## config.mk

```make
export PLATFORM = sky130hd
export DESIGN_NAME = fp_normalize_round
export DESIGN_NICKNAME = d
export VERILOG_FILES = /design/src/rtl/fp_norm_pkg.sv /design/src/rtl/fp_lzc24.sv /design/src/rtl/fp_normalize_round.sv
export SDC_FILE = /design/constraint.sdc
export NUM_CORES = 1
export LEC_CHECK = 0
export ABC_CLOCK_PERIOD_IN_PS = 4600
export BUFFER_PORTS_ARGS = -buffer_cell sky130_fd_sc_hd__buf_2
export CAP_MARGIN = 20
export CORE_MARGIN = 1
export CORE_UTILIZATION = 40
export DETAILED_ROUTE_END_ITERATION = 10
export PLACE_DENSITY_LB_ADDON = 0.3
export SKIP_LAST_GASP = 1
export SLEW_MARGIN = 20
export SYNTH_ARGS = -nofsm -noshare
export SYNTH_HDL_FRONTEND = slang
export SYNTH_HIERARCHICAL = 1
export SYNTH_SLANG_ARGS = --single-unit
```

## constraint.sdc

```tcl
create_clock -name clk_i -period 4.6 [get_ports clk_i]
set_input_delay 0.23 -clock clk_i [delete_from_list [all_inputs] [get_ports clk_i]]
set_output_delay 0.23 -clock clk_i [all_outputs]
set_load 0.005 [all_outputs]
```

## src/rtl/fp_norm_pkg.sv

```systemverilog
// Shared constants and the stage-1 record for the FP32 post-add normalise/round block.
// Latency: n/a (declarations only).
// Backpressure: n/a.
package fp_norm_pkg;

  localparam int EXP_W = 8;   // biased exponent width
  localparam int MAN_W = 24;  // significand width including the hidden bit

  localparam logic [EXP_W-1:0] EXP_MAX = 8'hFF;
  localparam int BIAS = 127;

  // Normalised beat held between the normalise and round stages.
  // exp is wide and signed so that exp+1 from a carry (256) is representable.
  typedef struct packed {
    logic              sign;
    logic signed [9:0] exp;
    logic [MAN_W-1:0]  man;
    logic [2:0]        grs;   // {G,R,S} below man[0]
    logic              zero;  // exact zero
    logic              uf;    // nonzero value flushed to zero
  } s1_t;

endpackage

```

## src/rtl/fp_lzc24.sv

```systemverilog
// Leading-zero counter for a 24-bit significand.
// Latency: combinational.
// Backpressure: none.
//   in_i   24-bit value
//   cnt_o  number of leading zeros (0..23; 24 when in_i is zero)
//   vld_o  high when in_i has at least one set bit
module fp_lzc24 (
  input  logic [23:0] in_i,
  output logic [4:0]  cnt_o,
  output logic        vld_o
);

  always_comb begin
    cnt_o = 5'd0;
    vld_o = 1'b0;
    for (int i = 23; i >= 0; i--) begin
      if (!vld_o && in_i[i]) begin
        cnt_o = 5'(23 - i);
        vld_o = 1'b1;
      end
    end
    if (!vld_o) begin
      cnt_o = 5'd24;
    end
  end

endmodule

```

## src/rtl/fp_normalize_round.sv

```systemverilog
// FP32 add/sub post-add stage: normalise the raw sum, round to nearest even, pack.
// Latency: 2 cycles (S1 normalise register, S2 round/pack register), 1 beat/cycle.
// Backpressure: valid/ready both sides; S2 holds while !ready_i, S1 fills, then ready_o drops.
//   clk_i, rst_ni       clock (rising edge), asynchronous active-low reset
//   valid_i/ready_o     input handshake; sign_i, exp_i[7:0], sig_i[24:0], guard_i[2:0] = {G,R,S}
//   valid_o/ready_i     output handshake; result_o[31:0] = {sign,exp,frac}
//   flags_o[2:0]        {OF,UF,NX}, present only when FP_NORM_FLAGS_EN is defined
module fp_normalize_round
  import fp_norm_pkg::*;
(
  input  logic                   clk_i,
  input  logic                   rst_ni,
  input  logic                   valid_i,
  output logic                   ready_o,
  input  logic                   sign_i,
  input  logic [EXP_W-1:0]       exp_i,
  input  logic [MAN_W:0]         sig_i,
  input  logic [2:0]             guard_i,
  output logic                   valid_o,
  input  logic                   ready_i,
  output logic [EXP_W+MAN_W-1:0] result_o
`ifdef FP_NORM_FLAGS_EN
  ,
  output logic [2:0]             flags_o
`endif
);

  localparam int RES_W = EXP_W + MAN_W;

  // ---------------- handshake ----------------
  logic s1_valid_q, s1_valid_d;
  logic s2_valid_q, s2_valid_d;
  logic s2_ld, s1_adv, in_fire;

  assign s2_ld   = !s2_valid_q || ready_i;
  assign s1_adv  = s1_valid_q && s2_ld;
  assign ready_o = !s1_valid_q || s1_adv;
  assign in_fire = valid_i && ready_o;

  // ---------------- S1: normalise ----------------
  logic [4:0]       lz;
  logic             lz_vld;
  logic [MAN_W+1:0] shl_vec;
  s1_t              norm;
  s1_t              s1_q, s1_d;

  fp_lzc24 u_lzc (
    .in_i  (sig_i[MAN_W-1:0]),
    .cnt_o (lz),
    .vld_o (lz_vld)
  );

  always_comb begin
    // G and R ride along under the left shift; zeros fill behind them, S stays put.
    shl_vec   = {sig_i[MAN_W-1:0], guard_i[2:1]} << lz;
    norm      = '0;
    norm.sign = sign_i;
    if (sig_i[MAN_W]) begin
      norm.man = sig_i[MAN_W:1];
      norm.exp = $signed({2'b00, exp_i} + 10'd1);
      norm.grs = {sig_i[0], guard_i[2], guard_i[1] | guard_i[0]};
    end else if (!lz_vld && guard_i == 3'b000) begin
      norm.zero = 1'b1;
    end else if (!lz_vld || ({3'b000, lz} >= exp_i)) begin
      // Result would be subnormal (or only guard bits survive cancellation,
      // which a real subtraction never produces): flush to signed zero.
      norm.uf = 1'b1;
    end else begin
      norm.man = shl_vec[MAN_W+1:2];
      norm.exp = $signed({2'b00, exp_i} - {5'd0, lz});
      norm.grs = {shl_vec[1:0], guard_i[0]};
    end
  end

  always_comb begin
    s1_valid_d = s1_valid_q;
    s1_d       = s1_q;
    if (s1_adv) begin
      s1_valid_d = 1'b0;
    end
    if (in_fire) begin
      s1_valid_d = 1'b1;
      s1_d       = norm;
    end
  end

  // ---------------- S2: round to nearest even and pack ----------------
  logic                    inc;
  logic [MAN_W:0]          man_rnd;
  logic signed [9:0]       exp_rnd;
  logic [MAN_W-2:0]        frac;
  logic                    ovf;
  logic [RES_W-1:0]        packed_res;
  logic [RES_W-1:0]        result_q, result_d;

  always_comb begin
    inc     = s1_q.grs[2] & (s1_q.grs[1] | s1_q.grs[0] | s1_q.man[0]);
    man_rnd = {1'b0, s1_q.man} + {{MAN_W{1'b0}}, inc};
    // A rounding carry renormalises by one place and bumps the exponent.
    exp_rnd = s1_q.exp + (man_rnd[MAN_W] ? 10'sd1 : 10'sd0);
    frac    = man_rnd[MAN_W] ? man_rnd[MAN_W-1:1] : man_rnd[MAN_W-2:0];
    ovf     = !s1_q.zero && !s1_q.uf && (exp_rnd >= 10'sd255);
    if (s1_q.zero || s1_q.uf) begin
      packed_res = {s1_q.sign, {(RES_W-1){1'b0}}};
    end else if (ovf) begin
      packed_res = {s1_q.sign, EXP_MAX, {(MAN_W-1){1'b0}}};
    end else begin
      packed_res = {s1_q.sign, exp_rnd[EXP_W-1:0], frac};
    end
  end

  always_comb begin
    s2_valid_d = s2_ld ? s1_valid_q : s2_valid_q;
    result_d   = result_q;
    if (s1_adv) begin
      result_d = packed_res;
    end
  end

  always_ff @(posedge clk_i or negedge rst_ni) begin
    if (!rst_ni) begin
      s1_valid_q <= 1'b0;
      s1_q       <= '0;
      s2_valid_q <= 1'b0;
      result_q   <= '0;
    end else begin
      s1_valid_q <= s1_valid_d;
      s1_q       <= s1_d;
      s2_valid_q <= s2_valid_d;
      result_q   <= result_d;
    end
  end

  assign valid_o  = s2_valid_q;
  assign result_o = result_q;

`ifdef FP_NORM_FLAGS_EN
  logic [2:0] flags_q, flags_d;

  always_comb begin
    flags_d = flags_q;
    if (s1_adv) begin
      flags_d = {ovf, s1_q.uf, (|s1_q.grs) | ovf | s1_q.uf};
    end
  end

  always_ff @(posedge clk_i or negedge rst_ni) begin
    if (!rst_ni) begin
      flags_q <= 3'b000;
    end else begin
      flags_q <= flags_d;
    end
  end

  assign flags_o = flags_q;
`endif

endmodule

```

==> run metrics, run 1 <==
terminus of the critical flop-to-flop path=result_o[7]$_DFFE_PN0P_; number of H-tree levels=3; Tcrit/Tclk final=91.0%; routed wire length=16900 microns; Critical path destination=result_o[7]$_DFFE_PN0P_; clock sinks=74; CTS-repair resized insts=0; FF+latch area=1850 sq um; static leakage=2.89 nW; DR vias=approximately 5600; Detail Placement HPWL=roughly 13000 microns; GRT Total Usage=22.1%; netlist area before placement=roughly 6000 sq um; Reg2Reg Setup Slack=420 ps; DRC violations left=0; TritonCTS clock tree=done; Seq cells post-synth=74; fraction of the mapped netlist area in compound gates=between 20% and 30%; critical path class=reg2reg; biggest area contributors in the synthesized netlist=sky130_fd_sc_hd__dfrtp_1, sky130_fd_sc_hd__mux4_2, sky130_fd_sc_hd__a21oi_1; initial standard-cell utilization of the core=41.3%; floorplan die width=between 100 and 150 microns; routed wirelength normalized by instance count=~19 microns; Final Setup Violations=0; first-iteration detailed-routing DRC count=565; Detailed Routing Iterations Pass 1=5; Syn Nets=702; remaining global-route overflow=0; initial antenna violation count=0; CTS Hold Buffers Added=0; sequential share of the synthesized area=between 30% and 40%; clock latency reported for the late side of the worst-skew pair=340 ps; Unique masters post-synth=80; Hold Violations, Final=0; data arrival time at the worst-slack endpoint=4400 ps; power density over the cells=about 320 nW/um^2; number of buffers added on ports=74; fraction of layout instances using a drive strength above 1=21.9%; max-cap violation count=0; total of warnings raised by yosys=6; routability cong.=0.942; post-detailed-route via-to-cell ratio=approximately 6.3; area of the die=between 15000 and 20000 sq um; Mean Syn Cell Area=9.25 sq um; y dimension of the die=125 microns; dpl ws=387 ps; number of standard cells after synthesis=651; max-slew violation count=0; setup repair after global routing missed its margin=false; kind of path behind the tightest hold check=in2reg; type of origin of the critical path=register; dominant combinational cell family by area after synthesis=compound AO/OA/AOI/OAI gates; Crit Path Max Fanout=18; global-route wire length before repair=27800 microns; slew at the pin with the worst max-slew slack=957 ps; worst slew margin relative to its limit=36.0%; adder and majority gate portion of the synthesized area=2.20%; boundary pin count=between 70 and 80; PnR worst setup slack=416 ps; maximum number of pins on one net before global-route repair=75; Max IR drop VDD=0.178 mV; proportion of synthesized area in mux cells=14.7%; upper clock frequency limit=~240 MHz; Core Rows=44; area grow syn2layout=12.2%; Max Root-Sink Buffers=2; multi-input combinational cell area=3900 sq um; cts bufs inserted=9; core utilization of the finished layout=46.3%; number of flops mapped to enable cells by yosys=0; share of the synthesized area in the top cell type=30.8%; number of buffers inserted by post-CTS setup repair=0; xor/xnor share of the synthesized area=roughly 4.5%; run status=complete, no violations; crit end category=register; R2R depth=13; Period minus WS final=4180 ps; cell taking the most area after synthesis=sky130_fd_sc_hd__dfrtp_1; startpoint of the worst-slack reg-to-reg timing path=s1_q[4]$_DFFE_PN0P_; final net count=757; final total negative setup slack=0 ps; CP required=approximately 4800 ps; root buffer cell=sky130_fd_sc_hd__clkbuf_16; number of global-route vias before repair=5182; Critical Path Start=s1_q[4]$_DFFE_PN0P_; Simple-Gate Fraction of Synth Area=21.3%; Worst-path clk slew=60 ps; Antenna Cells=0; Core ar.=between 10000 and 15000 sq um; clock tree skew after final layout=~7.6 ps; fill cell total of the finished layout=~1400; FFs w/ async S/R, synth=100%; prevailing post-synth register cell=sky130_fd_sc_hd__dfrtp_1; Antenna Nets Post-Route=0
## worst max-delay path, cell delays in order, from the launching register on
cell	delay [ps]
sky130_fd_sc_hd__dfrtp_1	400
sky130_fd_sc_hd__and2_1	170
sky130_fd_sc_hd__ha_1	230
sky130_fd_sc_hd__nand4_2	170
sky130_fd_sc_hd__nor4_4	470
sky130_fd_sc_hd__nand4_1	220
sky130_fd_sc_hd__inv_1	340
sky130_fd_sc_hd__ha_1	290
sky130_fd_sc_hd__ha_1	210
sky130_fd_sc_hd__nand3_2	130
sky130_fd_sc_hd__or3_4	370
sky130_fd_sc_hd__a2111oi_4	480
sky130_fd_sc_hd__o211ai_4	260
sky130_fd_sc_hd__a32o_1	310
## flip-flops by register name, indices dropped and copies added (netlist names)
signal	count
result_o	32
s1_q	40
s1_valid_q	1
valid_o	1
## through the flow
| step | instances | area [sq um] | power (mW) | hold slack, ps |
|---|---|---|---|---|
| final | 892 | 6760 | 2.17 | 107 |
| after global routing | 892 | 6760 | 2.29 | 117 |
| after CTS | 892 | 6760 | 2.17 | 97.2 |
| after detailed placement | 879 | 6510 | 1.58 | 448 |
| after global placement | 879 | 6510 | 1.56 | 422 |
| after floorplan | 651 | 6020 | 1.33 | -65.6 |
## worst min-delay path by stage
stage,from,to,cells after the start
floorplan,rst_ni,result_o[0]$_DFFE_PN0P_,0
global placement,sign_i,s1_q[39]$_DFFE_PN0P_,3
detailed placement,sign_i,s1_q[39]$_DFFE_PN0P_,3
CTS,sign_i,s1_q[39]$_DFFE_PN0P_,3
global route,sign_i,s1_q[39]$_DFFE_PN0P_,3
finish,sign_i,s1_q[39]$_DFFE_PN0P_,3
## cells in the final DEF (no fill, tap or decap), types with 4 or more instances in the layout
cell type and count:
sky130_fd_sc_hd__a211o_1 5, sky130_fd_sc_hd__a21oi_1 50, sky130_fd_sc_hd__a221oi_1 7, sky130_fd_sc_hd__a22oi_1 13, sky130_fd_sc_hd__a31oi_1 7, sky130_fd_sc_hd__a32o_1 11, sky130_fd_sc_hd__and3_1 19, sky130_fd_sc_hd__and4_1 4
sky130_fd_sc_hd__buf_2 74, sky130_fd_sc_hd__buf_4 11, sky130_fd_sc_hd__clkbuf_16 9, sky130_fd_sc_hd__dfrtp_1 74, sky130_fd_sc_hd__ha_1 9, sky130_fd_sc_hd__inv_1 18, sky130_fd_sc_hd__mux2i_1 20, sky130_fd_sc_hd__mux4_2 30
sky130_fd_sc_hd__nand2_1 64, sky130_fd_sc_hd__nand2b_1 9, sky130_fd_sc_hd__nand3_1 26, sky130_fd_sc_hd__nand4_1 10, sky130_fd_sc_hd__nor2_1 54, sky130_fd_sc_hd__nor3_1 13, sky130_fd_sc_hd__nor4_1 7, sky130_fd_sc_hd__o211ai_1 6
sky130_fd_sc_hd__o21ai_0 29, sky130_fd_sc_hd__o22ai_1 8, sky130_fd_sc_hd__o31a_1 9, sky130_fd_sc_hd__o31ai_1 5, sky130_fd_sc_hd__or2_2 4, sky130_fd_sc_hd__xnor2_1 17, sky130_fd_sc_hd__xor2_1 14
## cells by family after synthesis
family,Yosys count
AOI/OAI and AO/OA,185
xor gates and xnor gates,31
adders and majority gates,10
buffers and inverters,61
DFF,74
muxes,51
and+or+nand+nor,239
## cell type report
| class | count | area share, % |
|---|---|---|
| clock buffer | 12 | 3.50 |
| tap | 184 | 3.41 |
| inverter | 20 | 1.11 |
| sequential | 74 | 27.4 |
| multi-input combinational | 516 | 57.8 |
| timing repair buffer | 85 | 6.70 |
| clock inverter | 1 | 0.0741 |
## layer usage
layer | share of wire [%] | global-route usage [%]
met5 | 0 | 0
met4 | 2.5 | 9.28
met3 | 7.0 | 2.36
met2 | 44 | 32.9
met1 | 46 | 32.6
## synthesized netlist by cell type, types with 3 or more instances
library cell	n
sky130_fd_sc_hd__nor4_4	3
sky130_fd_sc_hd__a31oi_1	7
sky130_fd_sc_hd__and4_1	4
sky130_fd_sc_hd__ha_1	9
sky130_fd_sc_hd__clkbuf_1	28
sky130_fd_sc_hd__inv_1	18
sky130_fd_sc_hd__buf_2	6
sky130_fd_sc_hd__a2bb2oi_1	3
sky130_fd_sc_hd__a221oi_1	7
sky130_fd_sc_hd__a21oi_1	50
sky130_fd_sc_hd__xnor2_1	17
sky130_fd_sc_hd__nand3_1	26
sky130_fd_sc_hd__a21o_1	3
sky130_fd_sc_hd__xor2_1	14
sky130_fd_sc_hd__nor4_1	7
sky130_fd_sc_hd__o21ai_0	29
sky130_fd_sc_hd__and2_1	3
sky130_fd_sc_hd__o31ai_1	5
sky130_fd_sc_hd__nor2b_1	3
sky130_fd_sc_hd__dfrtp_1	74
sky130_fd_sc_hd__or3_1	3
sky130_fd_sc_hd__a22oi_1	13
sky130_fd_sc_hd__nor2_1	54
sky130_fd_sc_hd__nand2b_1	9
sky130_fd_sc_hd__nand4_1	10
sky130_fd_sc_hd__a32o_1	11
sky130_fd_sc_hd__nand4_2	3
sky130_fd_sc_hd__nand2_1	64
sky130_fd_sc_hd__o211ai_1	6
sky130_fd_sc_hd__nor3_1	13
sky130_fd_sc_hd__mux4_2	30
sky130_fd_sc_hd__or2_2	4
sky130_fd_sc_hd__mux2i_1	20
sky130_fd_sc_hd__a211o_1	5
sky130_fd_sc_hd__buf_6	3
sky130_fd_sc_hd__o31a_1	9
sky130_fd_sc_hd__and3_1	19
sky130_fd_sc_hd__o22ai_1	8
## power by group
group	internal (mW)	switching, mW	total (mW)
Sequential	0.778	0.118	0.896
Combinational	0.303	0.372	0.675
Clock	0.355	0.240	0.594
(Power assumes the default switching activity.)
==> run 2: changes to the inputs <==
- GPL_TIMING_DRIVEN: not set -> 0
==> run metrics, run 2 (synthesis results as in run 1) <==
number of H-tree levels=3 (unchanged); FF+latch area=1850 sq um (unchanged); top register by number of flip-flops=s1_q (unchanged); static leakage=2.98 nW (was 2.89 nW); max-cap violation count=0 (unchanged); Overall Power=2.33 mW (was 2.17 mW); clock sinks=74 (unchanged); crit end category=register (unchanged); routed wirelength normalized by instance count=19.2 microns (was 18.9 microns); Hold Violations, Final=0 (unchanged); remaining global-route overflow=0 (unchanged); TritonCTS clock tree=done (unchanged); global-route wire length before repair=29300 microns (was 27800 microns); share of power burned in the clock network=31.2% (was 27.4%); setup repair after global routing missed its margin=false (unchanged); Core Rows=44 (unchanged); cells along the critical path=buf_2 -> or4_4 -> nand3b_4 -> nor4_4 -> nand4_2 -> a21boi_1 -> clkbuf_1 -> inv_1 -> ha_1 -> and3b_1 -> o41ai_2 -> a211oi_2 -> a221oi_1 -> nor2_1 (was and2_1 -> ha_1 -> nand4_2 -> nor4_4 -> nand4_1 -> inv_1 -> ha_1 -> ha_1 -> nand3_2 -> or3_4 -> a2111oi_4 -> o211ai_4 -> a32o_1); most used cells in the layout excluding fill and tap cells=sky130_fd_sc_hd__buf_2, sky130_fd_sc_hd__dfrtp_1, sky130_fd_sc_hd__nand2_1 (unchanged); Final Setup Violations=0 (unchanged); Period minus WS final=4300 ps (was 4180 ps); Cell Count, Final, Fillers Out=925 (was 892); critical path class=in2reg (was reg2reg); slew at the pin with the worst max-slew slack=869 ps (was 957 ps); cts bufs inserted=9 (unchanged); switching fraction of total power=32.5% (was 33.7%); max reg flops=40 (unchanged); Worst-path clk slew=60 ps (about the same); Crit Path Max Fanout=12 (was 18); net switching component of the power=0.757 mW (was 0.730 mW); fraction of layout instances using a drive strength above 1=21.9% (about the same); sequential group share of total power=38.2% (was 41.4%); first-iteration detailed-routing DRC count=445 (was 565); clock latency reported for the late side of the worst-skew pair=340 ps (about the same); y dimension of the die=125 microns (unchanged); routed wire length=17800 microns (was 16900 microns); upper clock frequency limit=233 MHz (was 239 MHz); initial antenna violation count=0 (unchanged); DRC violations left=0 (unchanged); number of buffers added on ports=72 (was 74); Max Root-Sink Buffers=2 (unchanged); boundary pin count=75 (unchanged); kind of path behind the tightest hold check=in2reg (unchanged); max-slew violation count=0 (unchanged); dpl ws=-281 ps (was 387 ps); power density over the cells=333 nW/um^2 (was 320 nW/um^2); root buffer cell=sky130_fd_sc_hd__clkbuf_16 (unchanged); DR vias=5593 (was 5596); fill cell total of the finished layout=1388 (was 1394); routability cong.=0.955 (was 0.942); multi-input combinational cell area=3930 sq um (was 3900 sq um); maximum number of pins on one net before global-route repair=62 (was 75); final total negative setup slack=0 ps (unchanged); worst slew margin relative to its limit=41.6% (was 36.0%); Crit-path slowest cell=sky130_fd_sc_hd__o41ai_2 (was sky130_fd_sc_hd__a2111oi_4); post-detailed-route via-to-cell ratio=6.05 (was 6.27); stage delay of the slowest cell on the critical path=620 ps (was 480 ps); number of global-route vias before repair=5398 (was 5182); run status=complete, no violations (unchanged); Tcrit/Tclk final=93.4% (was 91.0%); Antenna Nets Post-Route=0 (unchanged); area grow syn2layout=16.1% (was 12.2%); most common library cell in the layout ignoring fill and taps=sky130_fd_sc_hd__buf_2; initial standard-cell utilization of the core=41.3% (unchanged); Core ar.=14600 sq um (unchanged); clock tree skew after final layout=8.90 ps (was 7.58 ps); share of power burned in combinational logic=30.6% (was 31.2%); Antenna Cells=0 (unchanged); final net count=787 (was 757); kind of cell adding the most delay to the critical path=simple AND/OR/NAND/NOR gates (unchanged); type of origin of the critical path=input pin (was register); placed instance count=908 (was 879); hold slack final=101 ps (was 107 ps); PnR worst setup slack=302 ps (was 416 ps); CP required=4800 ps (was 4820 ps); data arrival time at the worst-slack endpoint=4500 ps (was 4400 ps); Detail Placement HPWL=14200 microns (was 12800 microns); Max IR drop VDD=0.200 mV (was 0.178 mV); area of the die=15500 sq um (unchanged); Detailed Routing Iterations Pass 1=5 (unchanged); GRT Total Usage=23.6% (was 22.1%); floorplan die width=125 microns (unchanged); worst path bufs/invs=3 (was 1); Cell Int Power=1.57 mW (was 1.44 mW)
run 2: changes by cell type in the layout (fill, tap and decap cells not counted), sizes merged:
| cell | previous run | this run |
|---|---|---|
| dlygate4sd3 | 0 | 1 |
| clkbuf | 12 | 40 |
| clkinv | 2 | 4 |
| bufinv | 0 | 2 |
run 2: final timing paths:
kind                                     startpoint                  endpoint  slack [ps]  cells past startpoint
max                                       sig_i[15]      s1_q[30]$_DFFE_PN0P_         300                     14
min                                          sign_i      s1_q[39]$_DFFE_PN0P_         100                      3
max reg2reg                     s1_q[4]$_DFFE_PN0P_  result_o[21]$_DFFE_PN0P_         380                     15
min reg2reg                result_o[31]$_DFFE_PN0P_  result_o[31]$_DFFE_PN0P_         480                      2
max in group asynchronous                    rst_ni      s1_q[17]$_DFFE_PN0P_        3770                      3
min in group asynchronous                    rst_ni  result_o[28]$_DFFE_PN0P_         290                      2
run 2: routing by layer:
metal  vias to the layer above  track usage [%]  wire length (microns)
met3                        38             2.75                   1010
li1                       2661                -                      -
met2                       222             36.9                   8180
met4                         0             10.1                    512
met5                         -                0                      0
met1                      2672             32.9                   8110
run 2: tightest hold or removal path, delay by kind of cell:
family        cells  cell delay (ps)
buf+inv           1               90
simple gates      2               80
run 2: repair_timing:
item / CTS / global route
hold endpoints to repair: 13 / 0
setup endpoints to repair: 0 / 22
hold buffers: 1 / 0
buffers inserted: 0 / 0
resized for setup: 0 / 4
run 2: metrics by stage:
| stage | instance area [sq um] | utilization (%) |
|---|---|---|
| 6_report | 6990 | 47.9 |
| 3_5_place_dp | 6640 | 45.5 |
| 4_1_cts | 6960 | 47.7 |
| 5_1_grt | 6990 | 47.9 |
| 3_3_place_gp | 6610 | 45.3 |
| 2_1_floorplan | 6020 | - |
run 2: power by group through the flow:
stage | clock network, mW | logic, mW | registers, mW
floorplan | 0 | 0.448 | 0.878
detailed placement | 0 | 0.702 | 0.898
global placement | 0 | 0.687 | 0.888
CTS | 0.738 | 0.707 | 0.887
global route | 0.767 | 0.779 | 0.908
finish | 0.727 | 0.711 | 0.888
run 2: layout make-up:
class / count / area share, %
inverters: 20 / 1.07
flip-flops and latches: 74 / 26.5
multi-input cells: 516 / 56.2
plain buffers: 40 / 2.65
clock buffers: 11 / 3.33
clock inverters: 5 / 1.13
well taps: 184 / 3.29
repair buffers: 75 / 5.80
==> run 3: changes to the inputs <==
- SYNTH_HIERARCHICAL: 1 -> not set
==> run metrics, run 3 <==
number of flops mapped to enable cells by yosys=0 (unchanged); fraction of layout instances using a drive strength above 1=20.1% (was 21.9%); fill cell total of the finished layout=1354 (was 1388); Unique masters post-synth=76 (was 80); clock sinks=74 (unchanged); remaining global-route overflow=0 (unchanged); post-detailed-route via-to-cell ratio=5.74 (was 6.05); switching fraction of total power=32.2% (was 32.5%); final total negative setup slack=0 ps (unchanged); area of the die=14400 sq um (was 15500 sq um); routed wirelength normalized by instance count=19.4 microns (was 19.2 microns); global-route wire length before repair=27900 microns (was 29300 microns); type of origin of the critical path=input pin (unchanged); most used cells in the layout excluding fill and tap cells=sky130_fd_sc_hd__nand2_1, sky130_fd_sc_hd__buf_2, sky130_fd_sc_hd__dfrtp_1 (was sky130_fd_sc_hd__buf_2, sky130_fd_sc_hd__dfrtp_1, sky130_fd_sc_hd__nand2_1); crit end category=register (unchanged); maximum number of pins on one net before global-route repair=59 (was 62); Antenna Cells=0 (unchanged); FF+latch area=1850 sq um (unchanged); sequential group share of total power=40.6% (was 38.2%); max-slew violation count=0 (unchanged); most instantiated cells after synthesis=sky130_fd_sc_hd__nand2_1, sky130_fd_sc_hd__dfrtp_1, sky130_fd_sc_hd__nor2_1 (was sky130_fd_sc_hd__dfrtp_1, sky130_fd_sc_hd__nand2_1, sky130_fd_sc_hd__nor2_1); number of standard cells after synthesis=644 (was 651); floorplan die width=120 microns (was 125 microns); Tcrit/Tclk final=90.6% (was 93.4%); number of buffers added on ports=70 (was 72); routability cong.=0.952 (was 0.955); Period minus WS final=4170 ps (was 4300 ps); max-cap violation count=0 (unchanged); Mean Syn Cell Area=8.63 sq um (was 9.25 sq um); critical path class=in2reg (unchanged); biggest area contributors in the synthesized netlist=sky130_fd_sc_hd__dfrtp_1, sky130_fd_sc_hd__mux2i_1, sky130_fd_sc_hd__nand2_1 (was sky130_fd_sc_hd__dfrtp_1, sky130_fd_sc_hd__mux4_2, sky130_fd_sc_hd__a21oi_1); initial standard-cell utilization of the core=41.5% (was 41.3%); Seq cells post-synth=74 (unchanged); Worst-path clk slew=60 ps (about the same); final net count=778 (was 787); clock tree skew after final layout=6.86 ps (was 8.90 ps); core utilization of the finished layout=48.2% (was 47.9%); CP required=4850 ps (was 4800 ps); setup repair after global routing missed its margin=false (unchanged); DR vias=5209 (was 5593); total of warnings raised by yosys=0 (was 6); power density over the cells=334 nW/um^2 (was 333 nW/um^2); Hold Violations, Final=0 (unchanged); clock latency reported for the late side of the worst-skew pair=330 ps (was 340 ps); netlist area before placement=5560 sq um (was 6020 sq um); FFs w/ async S/R, synth=100% (unchanged); share of power burned in the clock network=30.7% (was 31.2%); Core ar.=13400 sq um (was 14600 sq um); static leakage=2.83 nW (was 2.98 nW); GRT Total Usage=25.3% (was 23.6%); met3 usage in global routing=2.57% (was 2.75%); slew at the pin with the worst max-slew slack=656 ps (was 869 ps); top register by number of flip-flops=s1_q (unchanged); number of global-route vias before repair=5148 (was 5398); root buffer cell=sky130_fd_sc_hd__clkbuf_16 (unchanged); number of H-tree levels=3 (unchanged); Max Root-Sink Buffers=2 (unchanged); proportion of synthesized area in mux cells=10.2% (was 14.7%); most frequent cell after synthesis=sky130_fd_sc_hd__nand2_1 (was sky130_fd_sc_hd__dfrtp_1); data arrival time at the worst-slack endpoint=4420 ps (was 4500 ps); share of power burned in combinational logic=28.7% (was 30.6%); Core Rows=42 (was 44); adder and majority gate portion of the synthesized area=2.39% (was 2.20%); global routing met2 resource utilization=40.6% (was 36.9%); initial antenna violation count=0 (unchanged); Cell Int Power=1.46 mW (was 1.57 mW); Syn Nets=695 (was 702); cell taking the most area after synthesis=sky130_fd_sc_hd__dfrtp_1 (unchanged); routed wire length=17600 microns (was 17800 microns); net switching component of the power=0.694 mW (was 0.757 mW); xor/xnor share of the synthesized area=5.36% (was 4.51%); Antenna Nets Post-Route=0 (unchanged); Final Setup Violations=0 (unchanged); dominant combinational cell family by area after synthesis=compound AO/OA/AOI/OAI gates (unchanged); kind of path behind the tightest hold check=in2reg (unchanged); most common library cell in the layout ignoring fill and taps=sky130_fd_sc_hd__nand2_1 (was sky130_fd_sc_hd__buf_2); fraction of the mapped netlist area in compound gates=22.8% (was 22.1%); worst slew margin relative to its limit=55.9% (was 41.6%); Crit Path Max Fanout=10 (was 12); TritonCTS clock tree=done (unchanged); number of buffers inserted by post-CTS setup repair=0 (unchanged); Max IR drop VDD=0.148 mV (was 0.200 mV); max reg flops=40 (unchanged); sequential share of the synthesized area=33.3% (was 30.8%); run status=complete, no violations (unchanged); highest-utilization routing layer at the global route stage=met2 (unchanged); area grow syn2layout=16.2% (was 16.1%); first-iteration detailed-routing DRC count=447 (was 445); Detail Placement HPWL=14000 microns (was 14200 microns); DRC violations left=0 (unchanged); Simple-Gate Fraction of Synth Area=21.3% (about the same); share of the synthesized area in the top cell type=33.3% (was 30.8%); multi-input combinational cell area=3450 sq um (was 3930 sq um); GR met1 Demand/Resource=34.5% (was 32.9%); upper clock frequency limit=240 MHz (was 233 MHz); boundary pin count=75 (unchanged); Detailed Routing Iterations Pass 1=5 (unchanged); y dimension of the die=120 microns (was 125 microns); cts bufs inserted=9 (unchanged); prevailing post-synth register cell=sky130_fd_sc_hd__dfrtp_1 (unchanged)
[run 3: changes by cell type in the layout (fill, tap and decap cells not counted), sizes merged, moves of 10 or more]
cell and delta:
nand2 +18, o21ai +11, a22o +10, mux2i +13
mux2 +18, mux4 -29, a22oi -12
[run 3: worst max-delay path, stage by stage]
cell and delay, ps:
sky130_fd_sc_hd__buf_2 150, sky130_fd_sc_hd__nor4_2 450, sky130_fd_sc_hd__nand2_2 200, sky130_fd_sc_hd__nor2_4 230, sky130_fd_sc_hd__inv_4 120, sky130_fd_sc_hd__nand3b_4 210
sky130_fd_sc_hd__or3_4 390, sky130_fd_sc_hd__nand2_1 190, sky130_fd_sc_hd__inv_2 170, sky130_fd_sc_hd__ha_1 350, sky130_fd_sc_hd__nand4_1 100, sky130_fd_sc_hd__mux2i_1 80
sky130_fd_sc_hd__a21oi_1 210, sky130_fd_sc_hd__o211a_1 200, sky130_fd_sc_hd__buf_6 150, sky130_fd_sc_hd__clkbuf_1 440, sky130_fd_sc_hd__o21ai_0 300, sky130_fd_sc_hd__a31oi_1 240
[run 3: power groups by stage]
stage          combinational, mW  clock (mW)  sequential, mW
2_1_floorplan              0.376           0           0.870
3_3_place_gp               0.604           0           0.880
3_5_place_dp               0.612           0           0.887
4_1_cts                    0.616       0.672           0.876
5_1_grt                    0.683       0.707           0.895
6_report                   0.619       0.662           0.876
[run 3: what timing repair did]
item,4_1_cts,5_1_grt
gates resized for setup,0,2
endpoints found under the hold margin,16,0
hold buffers,1,0
endpoints found under the setup margin,0,20
[run 3: routing by layer]
layer	share of wire (%)	vias to the layer above
met5	0	-
met4	2.7	0
met3	4.8	39
met2	46	204
met1	47	2449
li1	-	2517
[run 3: path summary, 6_finish.rpt]
kind	end	slack [ps]	from	depth (start not counted)
worst max register to register	result_o[14]$_DFFE_PN0P_	450	s1_q[4]$_DFFE_PN0P_	20
worst max-delay path	s1_q[20]$_DFFE_PN0P_	430	sig_i[17]	18
min in group asynchronous	s1_q[2]$_DFFE_PN0P_	310	rst_ni	2
worst min register to register	result_o[30]$_DFFE_PN0P_	460	result_o[30]$_DFFE_PN0P_	1
worst min-delay path	s1_valid_q$_DFFE_PN0P_	120	valid_i	2
max in group asynchronous	result_o[19]$_DFFE_PN0P_	3750	rst_ni	3
[run 3: final cells by class]
type | instances | share of cell area, %
multi-input combinational | 517 | 53.5
sequential | 74 | 28.7
timing repair buffer | 72 | 6.05
clock buffer | 13 | 3.72
tap | 176 | 3.41
buffer | 35 | 2.87
inverter | 18 | 1.16
clock inverter | 3 | 0.620
[run 3: metrics by stage]
| stage | hold slack, ps | instance area, sq um | std cells | setup WS (ps) | power [mW] |
|---|---|---|---|---|---|
| after floorplan | -65.6 | 5560 | 644 | 1050 | 1.25 |
| after global placement | 449 | 6130 | 890 | 214 | 1.48 |
| after detailed placement | 116 | 6160 | 891 | 99.1 | 1.50 |
| after CTS | 112 | 6450 | 908 | 267 | 2.16 |
| after global routing | 122 | 6460 | 908 | 42.5 | 2.28 |
| final | 116 | 6460 | 908 | 430 | 2.16 |
[run 3: cell families after synthesis]
kind of cell / count (synthesis)
AOI/OAI and AO/OA: 182
xor gates and xnor gates: 34
buffers and inverters: 53
muxes: 53
DFF: 74
adders and majority gates: 10
and+or+nand+nor: 238
